==> src/rtl/cache_pkg.sv <==
// Shared types and sizes for the 2-way, 2-set write-back cache.
package cache_pkg;
  localparam int ADDR_W = 3;
  localparam int DATA_W = 4;
  localparam int TAG_W  = 2;
  localparam int WAYS   = 2;
  localparam int SETS   = 2;

  typedef enum logic [2:0] {
    IDLE,
    COMPARE,
    WRITEBACK,
    ALLOCATE,
    FILL,
    DONE
  } state_t;

  typedef struct packed {
    logic              valid;
    logic              dirty;
    logic [TAG_W-1:0]  tag;
    logic [DATA_W-1:0] data;
  } line_t;

  function automatic logic [TAG_W-1:0] addr_tag(
    input logic [ADDR_W-1:0] a
  );
    return a[ADDR_W-1:1];
  endfunction
endpackage

==> src/rtl/cache_if.sv <==
// CPU-side request bus and memory-side bus of the cache.
interface cache_if;
  import cache_pkg::*;

  logic              cpu_req;
  logic              cpu_write;
  logic [ADDR_W-1:0] cpu_address;
  logic [DATA_W-1:0] cpu_data_in;
  logic [DATA_W-1:0] cpu_data_out;
  logic              cpu_ready;
  logic              hit;
  logic              mem_write;
  logic [ADDR_W-1:0] mem_address;
  logic [DATA_W-1:0] mem_data_out;
  logic [DATA_W-1:0] mem_data_in;

  modport master (
    output cpu_req, cpu_write, cpu_address,
    output cpu_data_in, mem_data_in,
    input  cpu_data_out, cpu_ready, hit,
    input  mem_write, mem_address, mem_data_out
  );

  modport slave (
    input  cpu_req, cpu_write, cpu_address,
    input  cpu_data_in, mem_data_in,
    output cpu_data_out, cpu_ready, hit,
    output mem_write, mem_address, mem_data_out
  );
endinterface

==> src/rtl/cache_way_array.sv <==
// Line storage, per-set LRU, tag lookup and victim choice.
module cache_way_array
  import cache_pkg::*;
(
  input  logic              clock,
  input  logic              reset,
  input  logic              idx,
  input  logic [TAG_W-1:0]  tag,
  output logic              hit,
  output logic              hit_way,
  output logic [DATA_W-1:0] hit_data,
  output logic              vic_way,
  output logic              vic_dirty,
  input  logic              sel_way,
  output logic [TAG_W-1:0]  sel_tag,
  output logic [DATA_W-1:0] sel_data,
  input  logic              store_en,
  input  logic [DATA_W-1:0] store_data,
  input  logic              touch_en,
  input  logic              clean_en,
  input  logic              fill_en,
  input  logic [DATA_W-1:0] fill_data
);
  line_t      lines [SETS][WAYS];
  logic [SETS-1:0] lru;
  line_t      l0, l1, vl, sl;
  logic [1:0] match;

  assign l0 = lines[idx][1'b0];
  assign l1 = lines[idx][1'b1];
  assign sl = lines[idx][sel_way];

  always_comb begin
    match[0] = l0.valid && (l0.tag == tag);
    match[1] = l1.valid && (l1.tag == tag);
    hit      = |match;
    hit_way  = ~match[0];
    hit_data = match[0] ? l0.data : l1.data;
    // An empty way always wins over the LRU way.
    if (!l0.valid)      vic_way = 1'b0;
    else if (!l1.valid) vic_way = 1'b1;
    else                vic_way = lru[idx];
    vl        = vic_way ? l1 : l0;
    vic_dirty = vl.valid && vl.dirty;
    sel_tag   = sl.tag;
    sel_data  = sl.data;
  end

  always_ff @(posedge clock) begin
    if (reset) begin
      for (int s = 0; s < SETS; s++)
        for (int w = 0; w < WAYS; w++)
          lines[s][w] <= '0;
      lru <= '0;
    end else begin
      if (store_en) begin
        lines[idx][hit_way].data  <= store_data;
        lines[idx][hit_way].dirty <= 1'b1;
      end
      if (touch_en)
        lru[idx] <= ~hit_way;
      if (clean_en)
        lines[idx][sel_way].dirty <= 1'b0;
      if (fill_en)
        lines[idx][sel_way] <= '{
          valid: 1'b1,
          dirty: 1'b0,
          tag:   tag,
          data:  fill_data
        };
    end
  end
endmodule

==> src/rtl/cache_controller.sv <==
// Write-back, write-allocate cache FSM and memory-side driving.
module cache_controller
  import cache_pkg::*;
(
  input  logic     clock,
  input  logic     reset,
  cache_if.slave   bus
);
  state_t            state, nxt;
  logic              req_write;
  logic [ADDR_W-1:0] req_addr;
  logic [DATA_W-1:0] req_data;
  logic [DATA_W-1:0] data_out;
  logic              miss;
  logic              victim;

  logic              idx;
  logic [TAG_W-1:0]  tag;
  logic              hit, hit_way;
  logic [DATA_W-1:0] hit_data;
  logic              vic_way, vic_dirty;
  logic [TAG_W-1:0]  sel_tag;
  logic [DATA_W-1:0] sel_data;
  logic              is_cmp, is_wb;

  assign idx    = req_addr[0];
  assign tag    = addr_tag(req_addr);
  assign is_cmp = (state == COMPARE);
  assign is_wb  = (state == WRITEBACK);

  cache_way_array u_ways (
    .clock      (clock),
    .reset      (reset),
    .idx        (idx),
    .tag        (tag),
    .hit        (hit),
    .hit_way    (hit_way),
    .hit_data   (hit_data),
    .vic_way    (vic_way),
    .vic_dirty  (vic_dirty),
    .sel_way    (victim),
    .sel_tag    (sel_tag),
    .sel_data   (sel_data),
    .store_en   (is_cmp && hit && req_write),
    .store_data (req_data),
    .touch_en   (is_cmp && hit),
    .clean_en   (is_wb),
    .fill_en    (state == FILL),
    .fill_data  (bus.mem_data_in)
  );

  always_ff @(posedge clock) begin
    if (reset) begin
      state     <= IDLE;
      req_write <= 1'b0;
      req_addr  <= '0;
      req_data  <= '0;
      data_out  <= '0;
      miss      <= 1'b0;
      victim    <= 1'b0;
    end else begin
      state <= nxt;
      unique case (state)
        IDLE: if (bus.cpu_req) begin
          req_write <= bus.cpu_write;
          req_addr  <= bus.cpu_address;
          req_data  <= bus.cpu_data_in;
        end
        COMPARE: if (hit) begin
          if (!req_write) data_out <= hit_data;
        end else begin
          miss   <= 1'b1;
          victim <= vic_way;
        end
        DONE: miss <= 1'b0;
        default: ;
      endcase
    end
  end

  always_comb begin
    nxt = state;
    unique case (state)
      IDLE:      nxt = bus.cpu_req ? COMPARE : IDLE;
      COMPARE:   nxt = hit ? DONE
                     : (vic_dirty ? WRITEBACK : ALLOCATE);
      WRITEBACK: nxt = ALLOCATE;
      ALLOCATE:  nxt = FILL;
      FILL:      nxt = COMPARE;
      DONE:      nxt = IDLE;
      default:   nxt = IDLE;
    endcase
  end

  // Reset gates the strobes so an aborted request has no side effects.
  assign bus.cpu_data_out = data_out;
  assign bus.cpu_ready    = (state == DONE) && !reset;
  assign bus.hit          = (state == DONE) && !miss && !reset;
  assign bus.mem_write    = is_wb && !reset;
  assign bus.mem_address  = is_wb ? {sel_tag, idx} : req_addr;
  assign bus.mem_data_out = is_wb ? sel_data : '0;
endmodule

==> src/flat_wrapper.sv <==
// flat-port wrapper written by rule: the top's interface ports become plain ports
module cache_controller_flat import cache_pkg::*;
  (clock, reset, bus_cpu_req, bus_cpu_write, bus_cpu_address, bus_cpu_data_in, bus_mem_data_in, bus_cpu_data_out, bus_cpu_ready, bus_hit, bus_mem_write, bus_mem_address, bus_mem_data_out);
  cache_if bus_i ();
  input  logic clock;
  input  logic reset;
  input wire logic [$bits(bus_i.cpu_req)-1:0] bus_cpu_req;
  input wire logic [$bits(bus_i.cpu_write)-1:0] bus_cpu_write;
  input wire logic [$bits(bus_i.cpu_address)-1:0] bus_cpu_address;
  input wire logic [$bits(bus_i.cpu_data_in)-1:0] bus_cpu_data_in;
  input wire logic [$bits(bus_i.mem_data_in)-1:0] bus_mem_data_in;
  output wire logic [$bits(bus_i.cpu_data_out)-1:0] bus_cpu_data_out;
  output wire logic [$bits(bus_i.cpu_ready)-1:0] bus_cpu_ready;
  output wire logic [$bits(bus_i.hit)-1:0] bus_hit;
  output wire logic [$bits(bus_i.mem_write)-1:0] bus_mem_write;
  output wire logic [$bits(bus_i.mem_address)-1:0] bus_mem_address;
  output wire logic [$bits(bus_i.mem_data_out)-1:0] bus_mem_data_out;
  assign bus_i.cpu_req = bus_cpu_req;
  assign bus_i.cpu_write = bus_cpu_write;
  assign bus_i.cpu_address = bus_cpu_address;
  assign bus_i.cpu_data_in = bus_cpu_data_in;
  assign bus_i.mem_data_in = bus_mem_data_in;
  assign bus_cpu_data_out = bus_i.cpu_data_out;
  assign bus_cpu_ready = bus_i.cpu_ready;
  assign bus_hit = bus_i.hit;
  assign bus_mem_write = bus_i.mem_write;
  assign bus_mem_address = bus_i.mem_address;
  assign bus_mem_data_out = bus_i.mem_data_out;
  cache_controller u_core (.clock(clock), .reset(reset), .bus(bus_i));
endmodule
==> config.mk <==
export PLATFORM = sky130hd
export DESIGN_NAME = cache_controller_flat
export DESIGN_NICKNAME = d
export VERILOG_FILES = /design/src/rtl/cache_pkg.sv /design/src/rtl/cache_if.sv /design/src/rtl/cache_way_array.sv /design/src/rtl/cache_controller.sv /design/src/flat_wrapper.sv
export SDC_FILE = /design/constraint.sdc
export NUM_CORES = 1
export LEC_CHECK = 0
export CAP_MARGIN = 20
export CELL_PAD_IN_SITES_DETAIL_PLACEMENT = 1
export CELL_PAD_IN_SITES_GLOBAL_PLACEMENT = 1
export CORE_MARGIN = 2
export CORE_UTILIZATION = 45
export DETAILED_ROUTE_END_ITERATION = 16
export PLACE_DENSITY = 0.76
export SYNTH_ARGS = -nofsm -noshare
export SYNTH_HDL_FRONTEND = slang
export SYNTH_HIERARCHICAL = 1
export SYNTH_SLANG_ARGS = --single-unit
==> constraint.sdc <==
create_clock -name clock -period 4.35 [get_ports clock]
set_input_delay 0.6525 -clock clock [delete_from_list [all_inputs] [get_ports clock]]
set_output_delay 0.6525 -clock clock [all_outputs]
set_load 0.05 [all_outputs]
# Word-level counts from Yosys, hierarchy flattened
# Memories as Yosys holds them, arrays and structs flattened. A register that Yosys moved wholly into a read port is not among the register bits.
# Index checks and enable logic that the tools add are counted.
word_totals:
  ff_bits: 19
  ram_bits: 32
  n_memories: 1
  inputBits: 15
op_classes:
  mux: 93
  n_eq_ne: 8
  n_reduce_logical: 22
  order_cmp: 6
  bitwise_logic: 53
mem_list:
  columns: ["memory", "words", "width", "rd", "rd_ports_with_merged_regs", "write_ports", "line", "text"]
  rows:
  - ["u_core.u_ways.lines", 2, 16, 1, 1, 2, "cache_way_array.sv:24", "line_t lines [SETS][WAYS];"]
ops:
  columns: ["cell", "count"]
  rows:
  - ["2-to-1 mux 16 bit", 6]
  - ["2-to-1 mux 1 bit", 67]
  - ["bitwise OR 1 bit", 48]
  - ["demux 8 bit (select 1 bit)", 4]
  - ["2-to-1 mux 6 bit", 3]
  - ["2-to-1 mux 8 bit", 2]
  - ["OR reduction 16 bit", 1]
  - ["case mux 3 bit (5 select lines)", 1]
  - ["2-to-1 mux 7 bit", 2]
  - ["logical AND 1 bit", 12]
  - ["2-to-1 mux 4 bit", 3]
  - ["equality test 3 x 2 -> 1 bit (second input constant)", 2]
  - ["equality test 3 bit (second input constant)", 2]
  - ["2-to-1 mux 3 bit", 2]
  - ["AND reduction 2 bit", 3]
  - ["equality test 2 bit", 2]
  - [">= comparator 2 bit (second input constant)", 2]
  - ["less-than comparator 2 x 1 -> 1 bit (second input constant)", 2]
  - ["inverter 1 -> 2 bit", 2]
  - ["equality test 3 x 1 -> 1 bit (second input constant)", 1]
  - ["zero test 3 bit", 1]
  - ["inverter 1 bit", 3]
  - ["AND reduction 3 bit", 1]
  - ["bitwise mux 2 bit", 1]
  - ["8 further kinds", 9]

# Logic depth before layout (Yosys ltp)
# Gate-level depths: netlist (run 1).
logic_depth:
  word_depth: 14
  depth_mapped: 13

# Cells and area by module
# The synthesis (run 1) kept the hierarchy.
by_module_without_submodules:
  columns: ["module", "area_per_inst_um2", "seq_area_each_um2", "instances", "cells_each"]
  rows:
  - ["cache_way_array", 2004.4, 1001.0, 1, 165]
  - ["cache_controller", 824.5, 340.3, 1, 95]

# Worst setup path before layout (run 1)
# OpenSTA, ideal clock, no wires.
synth_timing:
  path_type: "flip-flop to flip-flop"
  start: "reg u_core.req_addr[0]"
  end: "mem u_core/u_ways/lines[1][10] (netlist name) (enable)"
  period_less_slack_ps: 3403
  slack_ps: 947
  t_required_ps: 4069
  stages_incl_launch_ff: 13
  arrival_ps: 3122
  path_buffers: 2
  cell_sequence: "dfxtp_1 buf_2 buf_2 mux2i_1 xnor2_1 o21ai_0 inv_1 nor3_1 and2_1 nor3_1 nor3_2 o21ai_0 o21bai_1"
synth_rtl:
  columns: ["element", "line", "text"]
  rows:
  - ["start, declared", "cache_controller.sv:11", "logic [ADDR_W-1:0] req_addr;"]
  - ["start signal, assigned", "cache_controller.sv:66", "req_addr <= bus.cpu_address;"]
  - ["end, declared", "cache_way_array.sv:24", null]

==> metrics.cfg, run 1 <==
[status]
outcome=finished clean

[clock_network]
cts_tree=done
cts.sinks=51
path_clk_slew_ns=0.10
cts-buffers-inserted=5
root_buffer=clkbuf_8
cts_max_level=2
clock_path_buffers=2
clk_latency_ns=0.30

[worst_setup_path]
path_delay_family=simple AND/OR/NAND/NOR gates
cp_slowest_cell=dfxtp_1
path_class=reg2reg
cp-start-kind=register
worstSetupStartpoint=u_core/req_addr[1]
critPathRequiredTime_ns=4.37
path_buf_inv=1
timing.rr.start=u_core/req_addr[1]
path_max_fanout=10
crit_arrival_ns=3.84
max_stage_delay_ns=0.59
crit_chain=xnor2_1 -> a32o_2 -> nand2_2 -> o21ai_0 -> inv_1 -> nor3_1 -> and2_1 -> nor3_1 -> nor3_2 -> o21ai_0 -> o21bai_1
worstSetupEndpointType=register

[timing]
fin_tns_setup_ns=0
hold_ws_ns=0.482
tightest_slew_ns=0.660
post-route-period-util_pct=87.9
slew_headroom_pct=55.5
fmax_mhz=262
finalCriticalPeriod_ns=3.82
final-setup-viol-count=0
hold_violations=0
rsz0062_at_grt=false
drv_slew=0
setup_ws_ns=0.528
fin_skew_ns=0.00804

[floorplanning]
die_h_um=83.3
coreArea_mm2=0.00599
ios=29
dieArea_mm2=0.00694
dieWidth_um=83.3
initial_core_util_pct=47.2
rows=28

[global_routing]
grt_usage_pct=21.9
antenna_found_initial=0
grt_max_degree=25
grt_overflow=0
grt_pass1_wl_um=12000
grt_pass1_vias=2197

[routing]
wl_per_cell_um=20.1
routed_via_density=5.83
antenna_left=0
highest-signal-layer=met4
wl_met3_um=218
m1WireLength_um=3410
route.met2.wl_um=3520
wirelength_um=7200
first_iter_violations=195
drt_pass1_iterations=4
vias=2086
drcViolationCount=0

[hold_path]
hold_path.class=reg2reg
hp-start=u_core/bus.cpu_data_out[1]

[power]
p_seq_share_pct=47.7
pwr-share-clk_pct=27.5
switching_share_pct=32.1
leakage_nw=1.12
p_comb_share_pct=24.9
max-vdd-ir-drop_v=0.000214
power_density_mw_per_mm2=386
p_switching_uw=403
p_int_uw=852

[synthesis]
syn-num-nets=275
yosysUniqueCellTypes=49
yosysWarnings=6
ys_ff_latch=51
synth_edf_count=32
synth_cells=260
yosysSeqAreaShare_pct=47.4
async_flop_share_pct=0
synth_flop_cell=edfxtp_1
syn_area_mm2=0.00283
avgSynthCellArea_um2=10.9

[finish]
final_common_cell=edfxtp_1
fin_cells=358
final_nets=297
n_antenna_cell=0
utilization_pct=54.3
layout_common_cells=edfxtp_1 (32), nor2_1 (30), clkdlybuf4s50_1 (28)
area_delta_synth_final_pct=15.0
fillers=661
drive_gt1_share_pct=13.1

[placed_design]
hpwl_um=5530
dp_slack_ns=0.386
place_inst=349
portBuffers=28
gp_congestion=0.806

[job]
maxCapViolations=0

state kept, by name (all words and copies together) (netlist names):
| name | count |
|---|---|
| u_core/req_write | 1 |
| u_core/u_ways/lines | 32 |
| u_core/state | 3 |
| u_core/bus.cpu_data_out | 4 |
| u_core/victim | 1 |
| u_core/u_ways/lru | 2 |
| u_core/req_data | 4 |
| u_core/miss | 1 |
| u_core/req_addr | 3 |
worst paths after layout:
path              slack (ns)  cells after the start                         end
hold / removal          0.48                      2  u_core/bus.cpu_data_out[1]
setup reg to reg        0.53                     11  u_core/u_ways/lines[1][10]
hold reg to reg         0.48                      2  u_core/bus.cpu_data_out[1]
setup / recovery        0.53                     11  u_core/u_ways/lines[1][10]
power groups by stage:
stage / clock (mW) / combinational [mW] / sequential (mW)
floorplan: 0 / 0.239 / 0.590
finish: 0.344 / 0.312 / 0.598
CTS: 0.353 / 0.309 / 0.598
global placement: 0 / 0.304 / 0.607
global route: 0.370 / 0.338 / 0.603
detailed placement: 0 / 0.308 / 0.609
area by class of cell:
| cell class | instances | area (um^2) | area share (%) |
|---|---|---|---|
| multi-input combinational | 186 | 1370 | 42.1 |
| sequential | 51 | 1340 | 41.2 |
| timing repair buffer | 32 | 310 | 9.54 |
| tap | 75 | 93.8 | 2.88 |
| clock buffer | 5 | 68.8 | 2.12 |
| clock inverter | 3 | 47.5 | 1.46 |
| inverter | 6 | 22.5 | 0.692 |
cells by family (layout without fill, tap and decap cells):
group | after synthesis | in the layout | share of synthesized area (%)
AND/OR/NAND/NOR | 109 | 109 | 21.2
XOR/XNOR | 6 | 6 | 2.12
flip-flops | 51 | 51 | 47.4
multiplexers | 25 | 25 | 13.4
buffers and inverters | 23 | 46 | 4.25
AO/OA/AOI/OAI | 46 | 46 | 11.6
repair_timing:
| action | CTS | global route |
|---|---|---|
| setup endpoints to repair | 0 | 4 |
| setup buffers | 0 | 1 |
| endpoints found under the hold margin | 0 | 0 |
| gates resized for setup | 0 | 1 |
| hold buffers | 0 | 0 |
worst register-to-register path: stages, from the launching register on:
cell and delay, ns:
dfxtp_1 0.59, xnor2_1 0.19, a32o_2 0.34, nand2_2 0.17, o21ai_0 0.23, inv_1 0.20
nor3_1 0.39, and2_1 0.30, nor3_1 0.12, nor3_2 0.39, o21ai_0 0.29, o21bai_1 0.32
cell usage after synthesis (2+ instances only):
cell type / count / share of area [%]
buf_2: 6 / 1.1
a21oi_1: 17 / 3.0
a32oi_1: 6 / 1.9
edfxtp_1: 32 / 34
dfxtp_1: 19 / 13
nor4b_1: 2 / 0.62
nand2b_1: 13 / 2.9
nand4_1: 2 / 0.44
o21ai_0: 9 / 1.6
a2111oi_2: 4 / 2.1
a31oi_1: 3 / 0.66
clkbuf_1: 6 / 0.80
xnor2_1: 5 / 1.5
buf_6: 3 / 1.2
nor3b_1: 4 / 1.1
mux2_2: 2 / 0.80
and2_1: 10 / 2.2
nor3_1: 7 / 1.2
nand2_1: 20 / 2.7
and3_1: 6 / 1.3
nor2_1: 30 / 4.0
nor2b_1: 4 / 0.88
mux4_2: 10 / 8.0
mux2i_1: 12 / 4.2
inv_1: 4 / 0.53
layer usage:
| metal | global-route usage (%) | vias to the layer above |
|---|---|---|
| li1 | - | 997 |
| met1 | 30.2 | 1047 |
| met2 | 36.5 | 38 |
| met3 | 3.68 | 4 |
| met4 | 4.17 | 0 |
| met5 | 0 | - |
through the flow:
step,instance area [um^2],power (mW)
detailed placement,3130,0.917
floorplan,2830,0.829
finish,3250,1.25
global placement,3130,0.911
CTS,3240,1.26
global route,3250,1.31
No activity file was read; power rests on OpenSTA's default activity.
==> run 2, diff against run 1 <==
--- a/config.mk
+++ b/config.mk
@@ -11,6 +11,7 @@
 export CORE_MARGIN = 2
 export CORE_UTILIZATION = 45
 export DETAILED_ROUTE_END_ITERATION = 16
+export MAX_ROUTING_LAYER = met4
 export PLACE_DENSITY = 0.76
 export SYNTH_ARGS = -nofsm -noshare
 export SYNTH_HDL_FRONTEND = slang
==> run 2 against run 1 <==
Effect of this change: sequential share of layout area unchanged; combinational power barely moved; largest power group unchanged; count of clock-buffer cells in the layout stayed put; non-clock buffer count unchanged; cell area did not move; via count grew 0.34%.
==> metrics.cfg, run 2 (synthesized netlist as in run 1, its figures left out) <==
[finish]
layout_common_cells=edfxtp_1 (32), nor2_1 (30), clkdlybuf4s50_1 (28)
regMostFlops=u_core/u_ways/lines
n_antenna_cell=0  ; unchanged
final_common_cell=edfxtp_1
largest_reg_flops=32  ; unchanged
final_nets=297  ; unchanged
final_area_mm2=0.00325  ; unchanged
area_delta_synth_final_pct=15.0  ; unchanged
drive_gt1_share_pct=13.1  ; unchanged

[power]
power_mw=1.25  ; about the same
p_comb_share_pct=24.8  ; about the same
p_switching_uw=403  ; about the same
p_int_uw=852  ; about the same
switching_share_pct=32.1  ; about the same
pwr-share-clk_pct=27.5  ; about the same
leakage_nw=1.12  ; unchanged
p_seq_share_pct=47.7  ; about the same
max-vdd-ir-drop_v=0.000214  ; +0.11%
power_density_mw_per_mm2=386  ; about the same

[timing]
hold_violations=0  ; unchanged
finalCriticalPeriod_ns=3.83  ; +0.00988 ns
fmax_mhz=261  ; -0.26%
post-route-period-util_pct=88.1  ; +0.23 points
fin_skew_ns=0.00922  ; +0.00118 ns
rsz0062_at_grt=false
fin_tns_setup_ns=0  ; unchanged
final-setup-viol-count=0  ; unchanged
slew_headroom_pct=56.1  ; +0.57 points
tightest_slew_ns=0.652  ; -0.00844 ns
hold_ws_ns=0.482  ; -0.0000420 ns
drv_slew=0  ; unchanged

[floorplanning]
dieArea_mm2=0.00694  ; unchanged
coreArea_mm2=0.00599  ; unchanged
dieWidth_um=83.3  ; unchanged
initial_core_util_pct=47.2  ; unchanged
rows=28  ; unchanged
die_h_um=83.3  ; unchanged
ios=29  ; unchanged

[global_routing]
grt_usage_pct=22.4  ; +0.58 points
grt_pass1_vias=2197  ; unchanged
grt_overflow=0  ; unchanged
antenna_found_initial=0  ; unchanged
grt_max_degree=25  ; unchanged
grt_pass1_wl_um=11900  ; -0.12%

[clock_network]
clock_path_buffers=2  ; unchanged
cts-buffers-inserted=5  ; unchanged
cts_max_level=2  ; unchanged
hold_buffers=0  ; unchanged
cts_tree=done
clk_latency_ns=0.31  ; about the same
root_buffer=clkbuf_8
path_clk_slew_ns=0.10  ; about the same
cts.sinks=51  ; unchanged

[placed_design]
gp_congestion=0.817  ; +1.5%
hpwl_um=5530  ; unchanged
portBuffers=28  ; unchanged
dpl_cell_area_mm2=0.00313  ; unchanged

[worst_setup_path]
cp-start-kind=register
worstSetupEndpointType=register
crit_arrival_ns=3.85  ; about the same
critPathRequiredTime_ns=4.37  ; about the same
path_max_fanout=16  ; +6
path_class=reg2reg

[routing]
first_iter_violations=210  ; +7.7%
drt_pass1_iterations=4  ; unchanged
wirelength_um=7250  ; +0.78%
drcViolationCount=0  ; unchanged
antenna_left=0  ; unchanged
vias=2093  ; +0.34%
routed_via_density=5.85  ; +0.34%
wl_per_cell_um=20.3  ; +0.78%

[hold_path]
hold_path.class=reg2reg

[job]
maxCapViolations=0  ; unchanged

[status]
outcome=finished clean

-- run 2: worst max-delay path, cell delays in order, from the launching register on --
cell and delay, ns:
dfxtp_1 0.51, buf_4 0.29, mux2i_1 0.24, xnor2_1 0.08, o21ai_0 0.39, inv_1 0.20
nor3_1 0.39, and2_1 0.31, nor3_1 0.12, nor3_2 0.39, o21ai_0 0.30, o21bai_1 0.32
-- run 2: metal layers --
metal / vias to the layer above / track usage (%) / share of wire [%]
li1: 993 / - / -
met1: 1051 / 30.1 / 47
met2: 41 / 36.7 / 48
met3: 8 / 2.78 / 3.5
met4: 0 / 5.07 / 1.1
met5: - / - / 0
-- run 2: layout make-up --
| class | count | area (um^2) |
|---|---|---|
| clock buffer | 5 | 68.8 |
| clock inverter | 3 | 47.5 |
| fill | 661 | 2740 |
| inverter | 6 | 22.5 |
| multi-input combinational | 186 | 1370 |
| sequential | 51 | 1340 |
| tap | 75 | 93.8 |
| timing repair buffer | 32 | 310 |
-- run 2: power groups by stage --
stage	Clock, mW	Combinational, mW	Sequential [mW]
global placement	0	0.304	0.607
finish	0.345	0.311	0.599
global route	0.369	0.338	0.603
detailed placement	0	0.308	0.609
CTS	0.353	0.309	0.598
floorplan	0	0.239	0.590
-- run 2: final timing paths --
check / startpoint / to / slack [ns] / depth (start not counted)
min: u_core/bus.cpu_data_out[1] / u_core/bus.cpu_data_out[1] / 0.48 / 2
min reg2reg: u_core/bus.cpu_data_out[1] / u_core/bus.cpu_data_out[1] / 0.48 / 2
max reg2reg: u_core/req_addr[0] / u_core/u_ways/lines[1][10] / 0.52 / 11
max: u_core/req_addr[0] / u_core/u_ways/lines[1][10] / 0.52 / 11
-- run 2: stage by stage --
stage,setup WS [ns],util [%],instances
after floorplan,0.947,-,260
after global routing,0.151,54.3,358
after CTS,0.362,54.2,357
after global placement,0.620,52.2,349
after detailed placement,0.386,52.2,349
final,0.518,54.3,358
-- run 2: repair_timing --
| item | 4_1_cts | 5_1_grt |
|---|---|---|
| gates resized for setup | 0 | 1 |
| setup buffers | 0 | 1 |
| endpoints found under the setup margin | 0 | 4 |
